**config.mk**
```make
export PLATFORM = sky130hd
export DESIGN_NAME = ir_queue
export DESIGN_NICKNAME = d
export VERILOG_FILES = /design/src/rtl/lc3b_types.sv /design/src/rtl/ir_decode.sv /design/src/rtl/ir_queue.sv
export SDC_FILE = /design/constraint.sdc
export NUM_CORES = 1
export LEC_CHECK = 0
export CAP_MARGIN = 10
export CORE_MARGIN = 5
export CORE_UTILIZATION = 44
export CTS_CLUSTER_SIZE = 10
export DETAILED_ROUTE_END_ITERATION = 7
export PLACE_DENSITY = 0.84
export SETUP_SLACK_MARGIN = 0.2
export SLEW_MARGIN = 20
export SYNTH_ARGS = -nofsm -noshare
export SYNTH_HDL_FRONTEND = slang
export SYNTH_SLANG_ARGS = --single-unit
```
**constraint.sdc**
```tcl
create_clock -name clk -period 2.3 [get_ports clk]
set_clock_uncertainty 0.2 [all_clocks]
set_input_delay 0.23 -clock clk [delete_from_list [all_inputs] [get_ports clk]]
set_output_delay 0.23 -clock clk [all_outputs]
set_load 0.01 [all_outputs]
```
**src/rtl/lc3b_types.sv**
```systemverilog
// rtl/lc3b_types.sv - LC-3b shared word, opcode, register and field types
//
// Purpose: common types used by the instruction queue and its decoder.
// Ports:   none (package).
package lc3b_types;

   typedef logic [15:0] lc3b_word;

   typedef enum logic [3:0] {
      op_br   = 4'b0000,
      op_add  = 4'b0001,
      op_ldb  = 4'b0010,
      op_stb  = 4'b0011,
      op_jsr  = 4'b0100,
      op_and  = 4'b0101,
      op_ldr  = 4'b0110,
      op_str  = 4'b0111,
      op_rti  = 4'b1000,
      op_not  = 4'b1001,
      op_ldi  = 4'b1010,
      op_sti  = 4'b1011,
      op_jmp  = 4'b1100,
      op_shf  = 4'b1101,
      op_lea  = 4'b1110,
      op_trap = 4'b1111
   } lc3b_opcode;

   typedef logic [2:0]  lc3b_reg;
   typedef logic [10:0] lc3b_offset11;
   typedef logic [8:0]  lc3b_offset9;
   typedef logic [7:0]  lc3b_offset8;
   typedef logic [5:0]  lc3b_offset6;
   typedef logic [4:0]  lc3b_imm5;
   typedef logic [3:0]  lc3b_imm4;

endpackage

```
**src/rtl/ir_decode.sv**
```systemverilog
// rtl/ir_decode.sv - combinational LC-3b instruction field extractor
//
// Purpose: slices one instruction word into its decode fields.
// Ports:   word (in)   - 16-bit instruction
//          opcode, dest, src1, src2, offset11/9/8/6, imm5, imm4, ir_bits (out)
module ir_decode
   import lc3b_types::*;
(
   input  lc3b_word     word,
   output lc3b_opcode   opcode,
   output lc3b_reg      dest,
   output lc3b_reg      src1,
   output lc3b_reg      src2,
   output lc3b_offset11 offset11,
   output lc3b_offset9  offset9,
   output lc3b_offset8  offset8,
   output lc3b_offset6  offset6,
   output lc3b_imm5     imm5,
   output lc3b_imm4     imm4,
   output logic [2:0]   ir_bits
);

   assign opcode   = lc3b_opcode'(word[15:12]);
   // TRAP and JSR implicitly write the link register R7.
   assign dest     = (opcode == op_trap || opcode == op_jsr) ? 3'b111 : word[11:9];
   assign src1     = word[8:6];
   assign src2     = word[2:0];
   assign offset11 = word[10:0];
   assign offset9  = word[8:0];
   assign offset8  = word[7:0];
   assign offset6  = word[5:0];
   assign imm5     = word[4:0];
   assign imm4     = word[3:0];
   assign ir_bits  = {word[11], word[5], word[4]};

endmodule

```
**src/rtl/ir_queue.sv**
```systemverilog
// rtl/ir_queue.sv - instruction word FIFO with decoded head entry
//
// Purpose: buffers fetched instruction words and presents the decoded head.
//          Optional same-cycle bypass when empty: define IR_QUEUE_BYPASS_EN.
// Ports:   clk, rst (sync, active-high), flush      - control
//          in_valid, in_word, in_ready              - push side
//          out_valid, out_ready, count              - pop side / occupancy
//          opcode, dest, src1, src2, offset11/9/8/6,
//          imm5, imm4, ir_bits                      - decode of head word
module ir_queue
   import lc3b_types::*;
#(
   parameter int DEPTH = 4
)(
   input  logic                     clk,
   input  logic                     rst,
   input  logic                     flush,
   input  logic                     in_valid,
   input  lc3b_word                 in_word,
   output logic                     in_ready,
   output logic                     out_valid,
   input  logic                     out_ready,
   output logic [$clog2(DEPTH):0]   count,
   output lc3b_opcode               opcode,
   output lc3b_reg                  dest,
   output lc3b_reg                  src1,
   output lc3b_reg                  src2,
   output lc3b_offset11             offset11,
   output lc3b_offset9              offset9,
   output lc3b_offset8              offset8,
   output lc3b_offset6              offset6,
   output lc3b_imm5                 imm5,
   output lc3b_imm4                 imm4,
   output logic [2:0]               ir_bits
);

   localparam int PW = $clog2(DEPTH);
   localparam int CW = PW + 1;

   lc3b_word          mem_q [DEPTH];
   lc3b_word          mem_d [DEPTH];
   logic [PW-1:0]     wr_ptr_q, wr_ptr_d;
   logic [PW-1:0]     rd_ptr_q, rd_ptr_d;
   logic [CW-1:0]     count_q, count_d;

   logic              empty;
   logic              bypass;
   logic              push;
   logic              store;
   logic              pop_stored;
   lc3b_word          head_word;

   assign empty    = (count_q == '0);
   assign in_ready = (count_q != CW'(DEPTH));
   assign count    = count_q;

`ifdef IR_QUEUE_BYPASS_EN
   assign bypass    = empty && in_valid && !rst && !flush;
   assign head_word = !empty ? mem_q[rd_ptr_q] : (bypass ? in_word : '0);
`else
   assign bypass    = 1'b0;
   assign head_word = !empty ? mem_q[rd_ptr_q] : '0;
`endif

   assign out_valid  = !empty || bypass;
   assign push       = in_valid && in_ready;
   // A bypassed word that the consumer takes immediately never enters storage.
   assign store      = push && !(bypass && out_ready);
   assign pop_stored = !empty && out_ready;

   always_comb begin
      mem_d    = mem_q;
      wr_ptr_d = wr_ptr_q;
      rd_ptr_d = rd_ptr_q;
      count_d  = count_q;
      if (rst || flush) begin
         wr_ptr_d = '0;
         rd_ptr_d = '0;
         count_d  = '0;
      end else begin
         if (store) begin
            mem_d[wr_ptr_q] = in_word;
            wr_ptr_d        = wr_ptr_q + PW'(1);
         end
         if (pop_stored) begin
            rd_ptr_d = rd_ptr_q + PW'(1);
         end
         count_d = count_q + CW'(store) - CW'(pop_stored);
      end
   end

   always_ff @(posedge clk) begin
      if (rst) begin
         wr_ptr_q <= '0;
         rd_ptr_q <= '0;
         count_q  <= '0;
      end else begin
         wr_ptr_q <= wr_ptr_d;
         rd_ptr_q <= rd_ptr_d;
         count_q  <= count_d;
      end
   end

   // Storage is not reset; count gating keeps stale entries invisible.
   always_ff @(posedge clk) begin
      mem_q <= mem_d;
   end

   ir_decode u_decode (
      .word     (head_word),
      .opcode   (opcode),
      .dest     (dest),
      .src1     (src1),
      .src2     (src2),
      .offset11 (offset11),
      .offset9  (offset9),
      .offset8  (offset8),
      .offset6  (offset6),
      .imm5     (imm5),
      .imm4     (imm4),
      .ir_bits  (ir_bits)
   );

endmodule

```
==> results of run 1 <==
[stage by stage]
step | setup slack (ps) | util
final | -361 | 0.623
after global routing | -437 | 0.623
after CTS | -382 | 0.614
after detailed placement | -395 | 0.570
after global placement | -345 | 0.570
after floorplan | 40.7 | -
[state kept, by name (all words and copies together) (netlist names)]
signal,cells
mem_q,64
wr_ptr_q,2
rd_ptr_q,2
count,3
[layout make-up]
cell class,instances,area [µm²]
Tap cell,99,124
Sequential cell,71,2080
Clock buffer,9,124
Timing Repair Buffer,109,1090
Inverter,10,40.0
Clock inverter,7,111
Multi-Input combinational cell,71,903
Fill cell,513,2710
[final timing paths]
kind,from,endpoint,slack (ps)
max,rd_ptr_q[0]$_SDFFE_PP0P_,dest[1],-360
min,in_word[14],mem_q[30]$_DFFE_PP_,320
max reg2reg,count[2]$_SDFF_PP0_,count[2]$_SDFF_PP0_,150
min reg2reg,wr_ptr_q[0]$_SDFFE_PP0P_,wr_ptr_q[0]$_SDFFE_PP0P_,430
[power by group through the flow]
stage | Clock, mW | Sequential [mW] | Combinational [mW]
2_1_floorplan | 0 | 1.46 | 0.293
3_3_place_gp | 0 | 1.46 | 0.498
3_5_place_dp | 0 | 1.46 | 0.509
4_1_cts | 1.18 | 1.44 | 0.528
5_1_grt | 1.24 | 1.44 | 0.586
6_report | 1.15 | 1.44 | 0.549
[what timing repair did]
action | 4_1_cts | 5_1_grt
gates cloned | 1 | 0
buffers inserted | 5 | 3
endpoints found under the setup margin | 63 | 62
pin swaps | 6 | 1
resized for setup | 52 | 13
[cells in the mapped netlist, drive strengths merged]
cell and instances:
o311ai 1, clkbuf 5, nand4 1, a21o 2
nand3 2, nor2 7, xnor2 2, xor2 2
nor2b 13, nor3 1, edfxtp 64, dfxtp 7
or3b 1, o31ai 1, or2 1, or4b 1
buf 42, fa 1, a21oi 2, nand2 1
inv 10, and3 1, a31oi 3, ha 6
and2 6, mux4 16
[kinds of logic after synthesis]
family,count (synthesis),synth area share
AO/OA/AOI/OAI,9,0.0206
buffers and inverters,57,0.116
XOR/XNOR,4,0.0109
multiplexers,16,0.117
flip-flops,71,0.642
AND/OR/NAND/NOR,35,0.0639
adder cells (fa/ha/maj),7,0.0296
[layout by cell type (no fill, tap or decap), types with 2 or more instances in the layout]
cell type        netlist  routed
clkbuf_8               0       9
clkdlybuf4s50_1        0      71
bufinv_16              0       3
nor2_1                 7       7
clkinv_1               0       2
mux4_2                12      14
ha_1                   6       4
a21oi_1                2       2
ha_4                   0       2
nor2b_2                0       6
inv_2                  0       2
buf_12                 0       5
inv_1                 10       7
nor2b_1               13       6
nand3_1                2       2
buf_6                  1       7
xor2_1                 2       2
dlygate4sd2_1          0       7
a31oi_4                0       3
a21o_1                 2       2
mux4_1                 4       2
buf_4                 40      13
and2_1                 6       5
dfxtp_4                0       4
edfxtp_1              64      64
buf_2                  1       5
dfxtp_1                7       2
[routing by layer]
layer	wire length, µm	share of wire	GRT usage	vias up
met5	0	0	0	-
met4	86	0.014	0.0533	0
li1	-	-	-	837
met1	2350	0.38	0.162	869
met2	3240	0.53	0.240	65
met3	448	0.073	0.0387	5
==> flow_summary.toml, run 1 <==
[run_status]
violations = "setup timing"
status = "complete, but fails checks"

[critical_path]
slowest_delay_ps = 570
cp_data_required_time_ps = 1870
reg2reg_depth = 9
worst_setup_path_start_kind = "register"
path_depth = 5
cpLargestDelayFamily = "simple AND/OR/NAND/NOR gates"
arrival_ps = 2230
critPathBufInv = 2
critPathCaptureType = "output port"
crit_type = "reg2out"
worstPathCellList = "mux4_2 -> or4b_4 -> buf_6 -> a31oi_4 -> buf_2"
worst-path-max-fanout = 5
crit_path_top_delay_cell = "or4b_4"

[die]
initial_core_util = 0.448
core_area_mm2 = 0.00718
rows = 31
die_x_um = 95.4
pin_count = 85
dieArea_mm2 = 0.00911
die_h_um = 95.4

[sta]
fin_hold_ws_ps = 322
max_slew_margin = 0.737
finalCritPeriodShare = 1.16
finalSetupViolations = 54
finalHoldViolations = 0
grt_setup_unrepaired = "yes"
fin_crit_ps = 2660
setup_tns_ps = -13450
setup_ws_ps = -361
slew_viol_final = 0
clock.fmax_mhz = 376
tightestPinTransition_ps = 389

[power]
sw_frac_of_total = 0.220
power_density_mw_per_mm2 = 702
comb_power_share = 0.175
power.leakage_nw = 1.55
p_total_mw = 3.14
p_int_mw = 2.45
power_frac_clock = 0.367
peakVddDrop_mv = 0.389
p_switching_uw = 691
seqPwrFrac = 0.458

[place]
dp_hpwl_mm = 4.13
port_buffers = 84
dp.cells = 351
gp_congestion = 0.711
place_area_mm2 = 0.00409

[hold_path]
min_path_type = "in2reg"
worstHoldPathCells = 1

[global_route]
antenna_found_initial = 0
grt_pass1_vias = 1796
grt_max_degree = 17
grt_pass1_wl_mm = 9.16
grt_usage = 0.138
grt_overflow = 0

[clock_tree]
h-tree-depth = 3
numCtsBuffers = 9
insertion_delay_ps = 330
cts-root-buf = "clkbuf_8"
cts_sinks = 71
cts_hold_buffers = 0
clock_path_buffers = 2
cts_tree = "done"
path_clk_slew_ps = 70

[route]
drc = 0
wl_per_cell_um = 16.3
first_pass_iters = 4
ant_nets = 0
drtIter0Drc = 72
vias = 1776
wl_mm = 6.12
via_per_inst = 4.72

[cells_and_area]
layout.nets = 300
diodes = 0
fin_area_mm2 = 0.00447
drive_above_1_share = 0.318
syn2layout_area_growth_pct = 39.2
final_cells = 376

[synth]
synthTopCellsByArea = "edfxtp_1, buf_4, mux4_2"
netlist.area_leader.share = 0.598
syn_area_per_cell_um2 = 16.1
ys_warn_count = 0
yosys.area.top_type = "edfxtp_1"
netlist_area_mm2 = 0.00321
synth_seq_cells = 71
ys_types = 30
synthCells = 199
syn_nets = 227
ys_seq_area_frac = 0.642

[run]
cap_violations = 0
Note: power is estimated with default switching activity, not from simulation.
==> run 2: changes to the inputs <==
--- a/config.mk
+++ b/config.mk
@@ -10,7 +10,7 @@
 export CORE_UTILIZATION = 44
 export CTS_CLUSTER_SIZE = 10
 export DETAILED_ROUTE_END_ITERATION = 7
-export PLACE_DENSITY = 0.84
+export PLACE_DENSITY = 0.76
 export SETUP_SLACK_MARGIN = 0.2
 export SLEW_MARGIN = 20
 export SYNTH_ARGS = -nofsm -noshare
==> run 2 against run 1 <==
Against the previous run:
- the run still ends with setup timing left
- cell area about the same
- sequential power about the same
- wire length up 4.8%
- global-route usage is 0.74 points higher
- sequential share of layout area fell by 0.069 points
- critical endpoint is now dest[0]
==> flow_summary.toml, run 2 (synthesized netlist as in run 1, its figures left out) <==
[run_status]
status = "complete, but fails checks"
violations = "setup timing"

[clock_tree]
insertion_delay_ps = 340
path_clk_slew_ps = 70
cts_hold_buffers = 0
cts-root-buf = "clkbuf_8"
h-tree-depth = 3
cts_tree = "done"
cts_sinks = 71
clock_path_buffers = 2
numCtsBuffers = 9

[global_route]
grt_max_degree = 17
grtUsageMet1 = 0.173
grt_usage = 0.145
grt_pass1_vias = 1855
grt_use_met2 = 0.245
grt_overflow = 0
grt_pass1_wl_mm = 9.56
top_usage_layer = "met2"
met3_usage = 0.0403
antenna_found_initial = 0

[die]
pin_count = 85
die_x_um = 95.4
rows = 31
initial_core_util = 0.448
core_area_mm2 = 0.00718
die_h_um = 95.4
dieArea_mm2 = 0.00911

[cells_and_area]
diodes = 0
syn2layout_area_growth_pct = 39.2
layout.nets = 312
mostFrequentLayoutCell = "edfxtp_1"
drive_above_1_share = 0.540
regMostFlops = "mem_q"
largest_register_ffs = 64
final_cell_mix = "edfxtp_1, buf_6, clkdlybuf4s50_1"
fin_area_mm2 = 0.00447

[critical_path]
worst_setup_path_start_kind = "register"
crit_path_top_delay_cell = "or4b_4"
cp_data_required_time_ps = 1870
crit_type = "reg2out"
worst-path-max-fanout = 6
slowest_delay_ps = 610
arrival_ps = 2140
critPathCaptureType = "output port"
worstPathCellList = "mux4_2 -> or4b_4 -> a31oi_4 -> buf_2"

[route]
first_pass_iters = 4
drtIter0Drc = 93
wl_per_cell_um = 16.5
drc = 0
vias = 1850
wl_mm = 6.42
ant_nets = 0
via_per_inst = 4.77

[sta]
finalCritPeriodShare = 1.12
slew_viol_final = 0
tightestPinTransition_ps = 383
grt_setup_unrepaired = "yes"
fin_crit_ps = 2570
setup_ws_ps = -269
finalHoldViolations = 0
finalSetupViolations = 39
max_slew_margin = 0.742
clock.fmax_mhz = 389

[place]
place_area_mm2 = 0.00411
dp_hpwl_mm = 4.37
gp_congestion = 0.707
port_buffers = 84

[run]
cap_violations = 0

[power]
p_total_mw = 2.81
power.leakage_nw = 1.70
peakVddDrop_mv = 0.345
power_density_mw_per_mm2 = 629

[hold_path]
min_path_type = "in2reg"
-- run 2: cell types whose count changed in the layout (fill, tap and decap cells not counted), sizes merged --
cell           previous run  this run
buf                      31        95
bufinv                    3         0
clkbuf                    9        12
clkdlybuf4s50            71        23
clkinvlp                  0         1
dlygate4sd2               7         2
-- run 2: layout make-up --
| class | instances | area (µm²) |
|---|---|---|
| fillers | 518 | 2710 |
| inverters | 10 | 37.5 |
| well taps | 99 | 124 |
| flip-flops and latches | 71 | 2080 |
| clock buffers | 11 | 131 |
| multi-input cells | 71 | 913 |
| clock inverters | 5 | 25.0 |
| repair buffers | 121 | 1160 |
-- run 2: worst paths after layout --
check	startpoint	to	slack, ps	cells after the start
max	rd_ptr_q[0]$_SDFFE_PP0P_	dest[0]	-270	4
min	in_word[5]	mem_q[53]$_DFFE_PP_	320	1
max reg2reg	count[2]$_SDFF_PP0_	count[2]$_SDFF_PP0_	70	10
min reg2reg	wr_ptr_q[1]$_SDFFE_PP0P_	wr_ptr_q[1]$_SDFFE_PP0P_	420	3
-- run 2: worst max-delay path: cells and delay by family, from the launching register on --
kind	cells	cell delay, ps
buffers and inverters	1	140
AOI/OAI and AO/OA	1	140
muxes	1	510
and+or+nand+nor	1	610
DFF	1	400
-- run 2: per-layer routing --
| layer | share of wire | vias to the layer above |
|---|---|---|
| met2 | 0.51 | 69 |
| met5 | 0 | - |
| met4 | 0.023 | 0 |
| li1 | - | 861 |
| met3 | 0.066 | 11 |
| met1 | 0.40 | 909 |
-- run 2: repair_timing --
item / CTS / global route
setup endpoints to repair: 63 / 64
gates resized for setup: 286 / 34
pin swaps: 8 / 1
buffers inserted: 15 / 3
-- run 2: stage by stage --
| stage | worst slack [ps] | instances | TNS [ps] | util | hold WS, ps |
|---|---|---|---|---|---|
| detailed placement | -383 | 354 | -2790 | 0.573 | 339 |
| CTS | -305 | 385 | -2520 | 0.598 | 300 |
| floorplan | 40.7 | 199 | 0 | - | 129 |
| finish | -269 | 388 | -2560 | 0.623 | 320 |
| global placement | -369 | 354 | -1730 | 0.573 | 326 |
| global route | -341 | 388 | -6820 | 0.623 | 314 |
-- run 2: power by group --
part | switching, mW | leakage [nW] | internal [mW]
registers | 0.0141 | 0.638 | 1.42
logic | 0.257 | 0.984 | 0.316
clock network | 0.423 | 0.0782 | 0.380
